File: src/rtl/bus_arbiter.sv
// rtl/bus_arbiter.sv - two-master round-robin bus arbiter with serial slave-ID decode
module bus_arbiter #(
  parameter int SEL_BITS   = 2,
  parameter int NUM_SLAVES = 3,
  parameter int TIMEOUT    = 1024
) (
  input  logic                  clk,
  input  logic                  reset,
  input  logic                  m1_req,
  input  logic                  m2_req,
  input  logic                  m1_valid,
  input  logic                  m2_valid,
  input  logic                  m1_addr,
  input  logic                  m2_addr,
  input  logic                  bus_done,
  output logic                  m1_grant,
  output logic                  m2_grant,
  output logic [NUM_SLAVES-1:0] slave_sel,
  output logic                  busy,
  output logic                  err
);

  localparam int CNT_W = $clog2(SEL_BITS + 1);
  localparam int TMO_W = (TIMEOUT > 2) ? $clog2(TIMEOUT) : 1;

  typedef enum logic [1:0] {S_IDLE, S_DECODE, S_BUSY, S_RELEASE} state_t;

  state_t                state, state_n;
  logic                  owner_m2, owner_m2_n;
  logic                  last_m2, last_m2_n;
  logic [SEL_BITS-1:0]   id, id_n, id_shift;
  logic [SEL_BITS:0]     id_ext;
  logic [CNT_W-1:0]      bit_cnt, bit_cnt_n;
  logic [TMO_W-1:0]      tmo_cnt, tmo_cnt_n;
  logic [NUM_SLAVES-1:0] sel_n;
  logic                  err_n, g1_n, g2_n, busy_n;
  logic                  own_req, own_valid, own_addr, timed_out;

  always_comb begin
    own_req    = owner_m2 ? m2_req   : m1_req;
    own_valid  = owner_m2 ? m2_valid : m1_valid;
    own_addr   = owner_m2 ? m2_addr  : m1_addr;
    id_ext     = {id, own_addr};
    id_shift   = id_ext[SEL_BITS-1:0];
    timed_out  = (tmo_cnt == TMO_W'(TIMEOUT - 1));

    state_n    = state;
    owner_m2_n = owner_m2;
    last_m2_n  = last_m2;
    id_n       = id;
    bit_cnt_n  = bit_cnt;
    tmo_cnt_n  = tmo_cnt;
    sel_n      = slave_sel;
    err_n      = 1'b0;

    case (state)
      S_IDLE: begin
        if (m1_req || m2_req) begin
          // on a tie the master that did not hold the bus last wins
          owner_m2_n = m2_req && (!m1_req || !last_m2);
          last_m2_n  = owner_m2_n;
          state_n    = S_DECODE;
          id_n       = '0;
          bit_cnt_n  = '0;
          tmo_cnt_n  = '0;
        end
      end
      S_DECODE: begin
        tmo_cnt_n = tmo_cnt + 1'b1;
        if (!own_req) begin
          state_n = S_RELEASE;
        end else if (timed_out) begin
          err_n   = 1'b1;
          state_n = S_RELEASE;
        end else if (own_valid) begin
          id_n      = id_shift;
          bit_cnt_n = bit_cnt + 1'b1;
          if (bit_cnt == CNT_W'(SEL_BITS - 1)) begin
            if (int'(id_shift) < NUM_SLAVES) begin
              state_n = S_BUSY;
              sel_n   = NUM_SLAVES'(1) << id_shift;
            end else begin
              err_n   = 1'b1;
              state_n = S_RELEASE;
            end
          end
        end
      end
      S_BUSY: begin
        tmo_cnt_n = tmo_cnt + 1'b1;
        if (bus_done || !own_req) begin
          state_n = S_RELEASE;
        end else if (timed_out) begin
          err_n   = 1'b1;
          state_n = S_RELEASE;
        end
      end
      default: begin
        id_n      = '0;
        bit_cnt_n = '0;
        tmo_cnt_n = '0;
        state_n   = S_IDLE;
      end
    endcase

    if (state_n != S_BUSY) sel_n = '0;
    g1_n   = (state_n == S_DECODE || state_n == S_BUSY) && !owner_m2_n;
    g2_n   = (state_n == S_DECODE || state_n == S_BUSY) &&  owner_m2_n;
    busy_n = (state_n != S_IDLE);
  end

  always_ff @(posedge clk or negedge reset) begin
    if (!reset) begin
      state     <= S_IDLE;
      owner_m2  <= 1'b0;
      last_m2   <= 1'b1;
      id        <= '0;
      bit_cnt   <= '0;
      tmo_cnt   <= '0;
      slave_sel <= '0;
      m1_grant  <= 1'b0;
      m2_grant  <= 1'b0;
      busy      <= 1'b0;
      err       <= 1'b0;
    end else begin
      state     <= state_n;
      owner_m2  <= owner_m2_n;
      last_m2   <= last_m2_n;
      id        <= id_n;
      bit_cnt   <= bit_cnt_n;
      tmo_cnt   <= tmo_cnt_n;
      slave_sel <= sel_n;
      m1_grant  <= g1_n;
      m2_grant  <= g2_n;
      busy      <= busy_n;
      err       <= err_n;
    end
  end

endmodule

File: config.mk
export PLATFORM = sky130hd
export DESIGN_NAME = bus_arbiter
export DESIGN_NICKNAME = d
export VERILOG_FILES = /design/src/rtl/bus_arbiter.sv
export SDC_FILE = /design/constraint.sdc
export NUM_CORES = 1
export LEC_CHECK = 0
export BUFFER_PORTS_ARGS = -buffer_cell sky130_fd_sc_hd__buf_2
export CAP_MARGIN = 20
export CORE_ASPECT_RATIO = 0.8
export CORE_MARGIN = 5
export CORE_UTILIZATION = 35
export CTS_CLUSTER_SIZE = 14
export DETAILED_ROUTE_END_ITERATION = 7
export PLACE_DENSITY_LB_ADDON = 0.2
export SLEW_MARGIN = 10
export SYNTH_ARGS = -nofsm -noshare
export SYNTH_HDL_FRONTEND = slang
export SYNTH_SLANG_ARGS = --single-unit
File: constraint.sdc
create_clock -name clk -period 4.3 [get_ports clk]
set_input_delay 0.645 -clock clk [delete_from_list [all_inputs] [get_ports clk]]
set_output_delay 0.645 -clock clk [all_outputs]
set_load 0.1 [all_outputs]
==> results of run 1 <==
cells in the final DEF (no fill, tap or decap), types with 2 or more instances in the layout:
cell	instances
inv_1	8
nor2_1	7
mux2_2	2
clkbuf_8	3
a21oi_1	11
xnor2_1	2
nand2b_1	2
a22o_1	3
a31oi_1	2
and2_1	5
mux2i_1	4
a41o_1	2
nor2b_1	3
nand4_1	3
nand3_1	6
and4_1	3
o21ai_0	6
nor3b_1	2
ha_1	10
or3_1	3
buf_2	15
nand2_1	13
a221o_1	2
dfrtp_1	23
final timing paths:
| kind | from | endpoint | slack [ns] | cells after the start |
|---|---|---|---|---|
| min reg2reg | last_m2 | last_m2 | 0.53 | 2 |
| min | reset | tmo_cnt[4] | 0.35 | 1 |
| max in group asynchronous | reset | last_m2 | 3.57 | 1 |
| max reg2reg | state[0] | slave_sel[0] | 1.52 | 10 |
| min in group clk | last_m2 | last_m2 | 0.53 | 2 |
| max | state[0] | slave_sel[0] | 1.52 | 10 |
layout make-up:
class	instances	area, µm²
inverters	8	30.03
well taps	57	71.32
repair buffers	15	75.07
clock buffers	3	41.29
flip-flops and latches	24	601.8
multi-input cells	111	807.0
clock inverters	1	30.03
fillers	432	2469
metrics by stage:
step / worst slack, ns / hold WS [ns] / instances
3_5_place_dp: 1.539 / 0.5141 / 215
4_1_cts: 1.506 / 0.3713 / 219
5_1_grt: 1.126 / 0.3965 / 219
2_1_floorplan: 2.134 / 0.3494 / 148
3_3_place_gp: 1.721 / 0.4960 / 215
6_report: 1.517 / 0.3542 / 219
worst register-to-register path, delay by kind of cell, from the launching register on:
family / cells / cell delay, ns
flip-flops: 1 / 0.43
AND/OR/NAND/NOR: 2 / 0.74
buffers and inverters: 2 / 0.22
AO/OA/AOI/OAI: 4 / 0.77
adder cells (fa/ha/maj): 2 / 0.56
cell families (layout without fill, tap and decap cells):
group | after synthesis | in the layout | synth area share [%]
and+or+nand+nor | 54 | 54 | 21.04
AOI/OAI and AO/OA | 38 | 38 | 18.91
DFF | 24 | 24 | 40.97
buffers and inverters | 13 | 27 | 4.088
adders and majority gates | 10 | 10 | 8.518
muxes | 7 | 7 | 5.281
xor gates and xnor gates | 2 | 2 | 1.193
sequential cells by signal (all words and copies together) (netlist names):
name	count
tmo_cnt	10
busy	1
err	1
m2_grant	1
owner_m2	1
id	1
last_m2	1
state	2
m1_grant	1
slave_sel	3
bit_cnt	2
power breakdown:
group	switching [W]	internal (W)	total (W)
Sequential	0.0000526	0.000282	0.000334
Clock	0.0000734	0.000124	0.000198
Combinational	0.000320	0.000180	0.000500
per-layer routing:
metal / track usage, % / share of wire (%) / vias to the layer above
met4: 4.149 / 0.91 / 0
li1: - / - / 566
met5: 0 / 0 / -
met2: 19.80 / 44 / 14
met1: 17.76 / 51 / 566
met3: 3.553 / 4.3 / 4
==> qor.csv, run 1 <==
stage,metric,value,unit
detailed_routing,vias_per_cell,5.251,
place,io_buffers,15,
logic_synthesis,yosysTopAreaCellShare,39.18,%
critical_path,endpoint_kind,register,
pwr,ir_worst_vdd,0.4810,mV
hold_path,min_path_type,in -> async,
floorplanning,row_count,21,
floorplanning,pin_count,16,
place,hpwl,2320,µm
final_layout,num_antenna_cells,0,
global_routing,grt_max_degree,25,
timing,finalCritPeriodShare,64.73,%
final_layout,drive_above_1_share,16.67,%
logic_synthesis,ys_seq_area_share,40.97,%
final_layout,postLayoutCellArea,1657,µm²
timing,max_freq,359.3,MHz
critical_path,cp_cell_sequence,"inv_1, ha_1, nor3b_2, a211oi_1, a311o_1, inv_1, ha_1, nand2_1, a21oi_1, a41o_1",
critical_path,cp_data_arrival_time,2.99,ns
clocking,clk_pin_slew,0.09,ns
timing,hold_violations,0,
logic_synthesis,ys_types,46,
detailed_routing,wl_per_cell,14.06,µm
clocking,cts_tree,done,
timing,slew_violations,0,
timing,relSlewSlack,51.15,%
pwr,leakagePower,0.7636,nW
clocking,cts-root-buf,clkbuf_8,
place,gp_congestion,0.8050,
critical_path,critPathTopFamily,compound AO/OA/AOI/OAI gates,
critical_path,slowest_stage,nor3b_2,
logic_synthesis,synth_largest_area_cell,dfrtp_1,
floorplanning,dieHeight,67.95,µm
pwr,powerDensity,623.0,nW/µm²
logic_synthesis,syn_nets,167,
detailed_routing,wirelength,3079,µm
critical_path,crit_type,reg -> reg,
detailed_routing,vias,1150,
logic_synthesis,post_synth.cell_area_avg,9.925,µm²
run,max_cap_viol_count,0,
clocking,cts_buffer_depth,2,
logic_synthesis,async_reset_ff_share,100.0,%
detailed_routing,antenna_left,0,
run_status,status,"complete, no violations",
floorplanning,core_area,4125,µm²
logic_synthesis,yosysMostFrequentCell,dfrtp_1,
floorplanning,initial_core_util,35.61,%
clocking,cts_buffers,3,
global_routing,grt_pass1_wl,5520,µm
logic_synthesis,synth_edf_count,0,
detailed_routing,drc,0,
logic_synthesis,synth.area.top_cells,"dfrtp_1 (39%), ha_1 (8.5%), a21oi_1 (3.7%), nand2_1 (3.3%), mux2i_1 (2.7%)",
final_layout,utilization,40.16,%
timing,period_minus_slack,2.783,ns
logic_synthesis,syn_area,1469,µm²
critical_path,slowest_delay,0.67,ns
logic_synthesis,ys_warn_count,0,
timing,tightest_slew,0.7296,ns
global_routing,grtUsageTotal,12.98,%
clocking,cts_resized,0,
clocking,cts_sinks,24,
final_layout,nets,182,
timing,finalSetupViolCount,0,
floorplanning,die_w,82.43,µm
detailed_routing,drtIter0Drc,76,
clocking,cts_setup_buffers,0,
global_routing,grt.overflow.total,0,
critical_path,worstPathMaxFanout,12,
pwr,finalPower,0.001032,W
detailed_routing,drt_first_pass_iters,4,
floorplanning,die-area,5601,µm²
clocking,clk_latency,0.27,ns
logic_synthesis,synth_cells,148,
timing,finalSetupTns,0,ns
global_routing,antenna_found_initial,0,
logic_synthesis,synth-seq-cells,24,
critical_path,cp_num_buf_inv,2,
timing,rsz0062_at_grt,false,
clocking,hold_buffers,0,
critical_path,startpoint_type,register,
critical_path,required,4.51,ns
logic_synthesis,ys.flop_type,dfrtp_1,
timing,fin_skew,0.005810,ns
logic_synthesis,synth_top_cells_by_count,"dfrtp_1 (23), nand2_1 (13), a21oi_1 (11)",
final_layout,syn_to_final_growth,12.78,%
global_routing,grt_pass1_vias,1139,
place,post_dp_cell_area,1585,µm²
clocking,cts_max_level,1,
Power figures use the tool's default switching activity.
==> inputs of run 2 (changes only) <==
==> constraint.sdc (replaced) <==
create_clock -name clk -period 2.8 [get_ports clk]
set_input_delay 0.42 -clock clk [delete_from_list [all_inputs] [get_ports clk]]
set_output_delay 0.42 -clock clk [all_outputs]
set_load 0.1 [all_outputs]
==> qor.csv, run 2 (synthesis results as in run 1) <==
stage,metric,value,unit,change
clocking,cts_setup_buffers,0,,unchanged
clocking,cts_buffers,3,,unchanged
detailed_routing,wirelength,3097,µm,+0.58%
place,post_dp_cell_area,1593,µm²,+0.47%
floorplanning,row_count,21,,unchanged
clocking,cts_resized,0,,unchanged
final_layout,drive_above_1_share,16.56,%,-0.10 points
final_layout,layout_commonest_cell,dfrtp_1,,
critical_path,endpoint_kind,register,,
detailed_routing,vias,1160,,+0.87%
detailed_routing,drt_first_pass_iters,4,,unchanged
place,hpwl,2293,µm,-1.1%
critical_path,crit_type,reg -> reg,,
floorplanning,die-area,5601,µm²,unchanged
timing,finalSetupTns,0,ns,unchanged
floorplanning,pin_count,16,,unchanged
final_layout,fillers,416,,-3.7%
pwr,ir_worst_vdd,0.7079,mV,+47%
place,io_buffers,15,,unchanged
clocking,clk_latency,0.26,ns,about the same
final_layout,num_antenna_cells,0,,unchanged
timing,rsz0062_at_grt,false,,
global_routing,grt.overflow.total,0,,unchanged
detailed_routing,vias_per_cell,5.273,,+0.41%
clocking,cts_sinks,24,,unchanged
place,pre_cts_ws,0.4335,ns,-1.105 ns
detailed_routing,wl_per_cell,14.08,µm,+0.13%
final_layout,layout_common_cells,"dfrtp_1 (23), buf_2 (15), nand2_1 (13)",,
clocking,cts-root-buf,clkbuf_8,,
pwr,powerDensity,913.5,nW/µm²,+47%
clocking,cts_tree,done,,
hold_path,min_path_type,in -> async,,
timing,setup_ws,0.3914,ns,-1.125 ns
timing,finalSetupViolCount,0,,unchanged
run_status,status,"complete, no violations",,
clocking,cts_buffer_depth,2,,unchanged
timing,slew_violations,0,,unchanged
detailed_routing,drc,0,,unchanged
clocking,cts_max_level,1,,unchanged
floorplanning,core_area,4125,µm²,unchanged
run,max_cap_viol_count,0,,unchanged
final_layout,top_register,tmo_cnt,,
critical_path,startpoint_type,register,,
timing,max_freq,415.2,MHz,+16%
detailed_routing,antenna_left,0,,unchanged
final_layout,postLayoutCellArea,1638,µm²,-1.1%
floorplanning,die_w,82.43,µm,unchanged
global_routing,antenna_found_initial,0,,unchanged
final_layout,largest_register_ffs,10,,unchanged
timing,fin_skew,0.006704,ns,+0.0008936 ns
critical_path,worstPathMaxFanout,10,,-2
timing,hold_violations,0,,unchanged
final_layout,seqCellArea,601.8,µm²,unchanged
detailed_routing,drtIter0Drc,103,,+36%
global_routing,grtUsageTotal,12.42,%,-0.56 points
critical_path,required,3.01,ns,-1.50 ns
final_layout,reg.largest.list,"tmo_cnt (10), slave_sel (3)",,
global_routing,grt_max_degree,25,,unchanged
clocking,clk_pin_slew,0.09,ns,about the same
pwr,leakagePower,0.7560,nW,-1.0%
global_routing,grt_pass1_wl,5299,µm,-4.0%
critical_path,cp_data_arrival_time,2.61,ns,-0.38 ns
clocking,hold_buffers,0,,unchanged
timing,tightest_slew,0.5608,ns,-0.1688 ns
place,gp_congestion,0.7758,,-3.6%
timing,relSlewSlack,62.61,%,+11 points
floorplanning,dieHeight,67.95,µm,unchanged
timing,period_minus_slack,2.409,ns,-0.3749 ns
final_layout,utilization,39.70,%,-0.45 points
final_layout,syn_to_final_growth,11.50,%,
final_layout,nets,183,,+0.55%
final_layout,multi_input_area,807.0,µm²,unchanged
floorplanning,initial_core_util,35.61,%,unchanged
timing,finalCritPeriodShare,86.02,%,+21 points
global_routing,grt_pass1_vias,1097,,-3.7%
## run 2: cell types whose count changed in the layout (fill, tap and decap cells not counted)
cell	delta
bufinv_16	-1
clkbuf_1	+1
buf_4	+1
## run 2: final timing paths
path,startpoint,endpoint,slack (ns),cells past startpoint
max in group asynchronous,reset,last_m2,2.28,1
worst max-delay path,tmo_cnt[0],slave_sel[1],0.39,9
min in group clk,m1_req,last_m2,0.39,2
worst min register to register,last_m2,last_m2,0.52,2
worst min-delay path,reset,tmo_cnt[9],0.13,1
worst max register to register,tmo_cnt[0],slave_sel[1],0.39,9
## run 2: through the flow
step                      hold WS (ns)  std cells  total power [W]
after floorplan                 0.1244        148         0.001122
after detailed placement        0.4583        216         0.001289
final                           0.1338        220         0.001496
after CTS                       0.1605        220         0.001512
after global placement          0.4440        216         0.001277
after global routing            0.1936        220         0.001625
## run 2: worst max-delay path, stage by stage, from the launching register on
cell       delay [ns]
dfrtp_1          0.41
ha_1             0.24
and4_1           0.27
a31oi_4          0.33
a31o_2           0.23
a2bb2oi_1        0.23
ha_1             0.29
nand2_1          0.09
a21oi_1          0.14
a41o_1           0.13
## run 2: per-layer routing
layer / GRT usage, % / routed length (µm) / vias up
met5: 0 / 0 / -
met4: 2.490 / 17 / 0
met3: 3.289 / 115 / 2
li1: - / - / 576
met2: 18.80 / 1364 / 21
met1: 17.76 / 1599 / 561
## run 2: final cells by class
type,count,share of cell area [%]
clock buffers,4,2.750
inverters,8,1.833
multi-input cells,111,49.27
flip-flops and latches,24,36.75
well taps,57,4.354
repair buffers,16,5.042
## run 2: power by group
group / switching [W] / internal [W]
logic: 0.000495 / 0.000279
registers: 0.0000784 / 0.000432
clock network: 0.000109 / 0.000102
total: 0.000683 / 0.000813
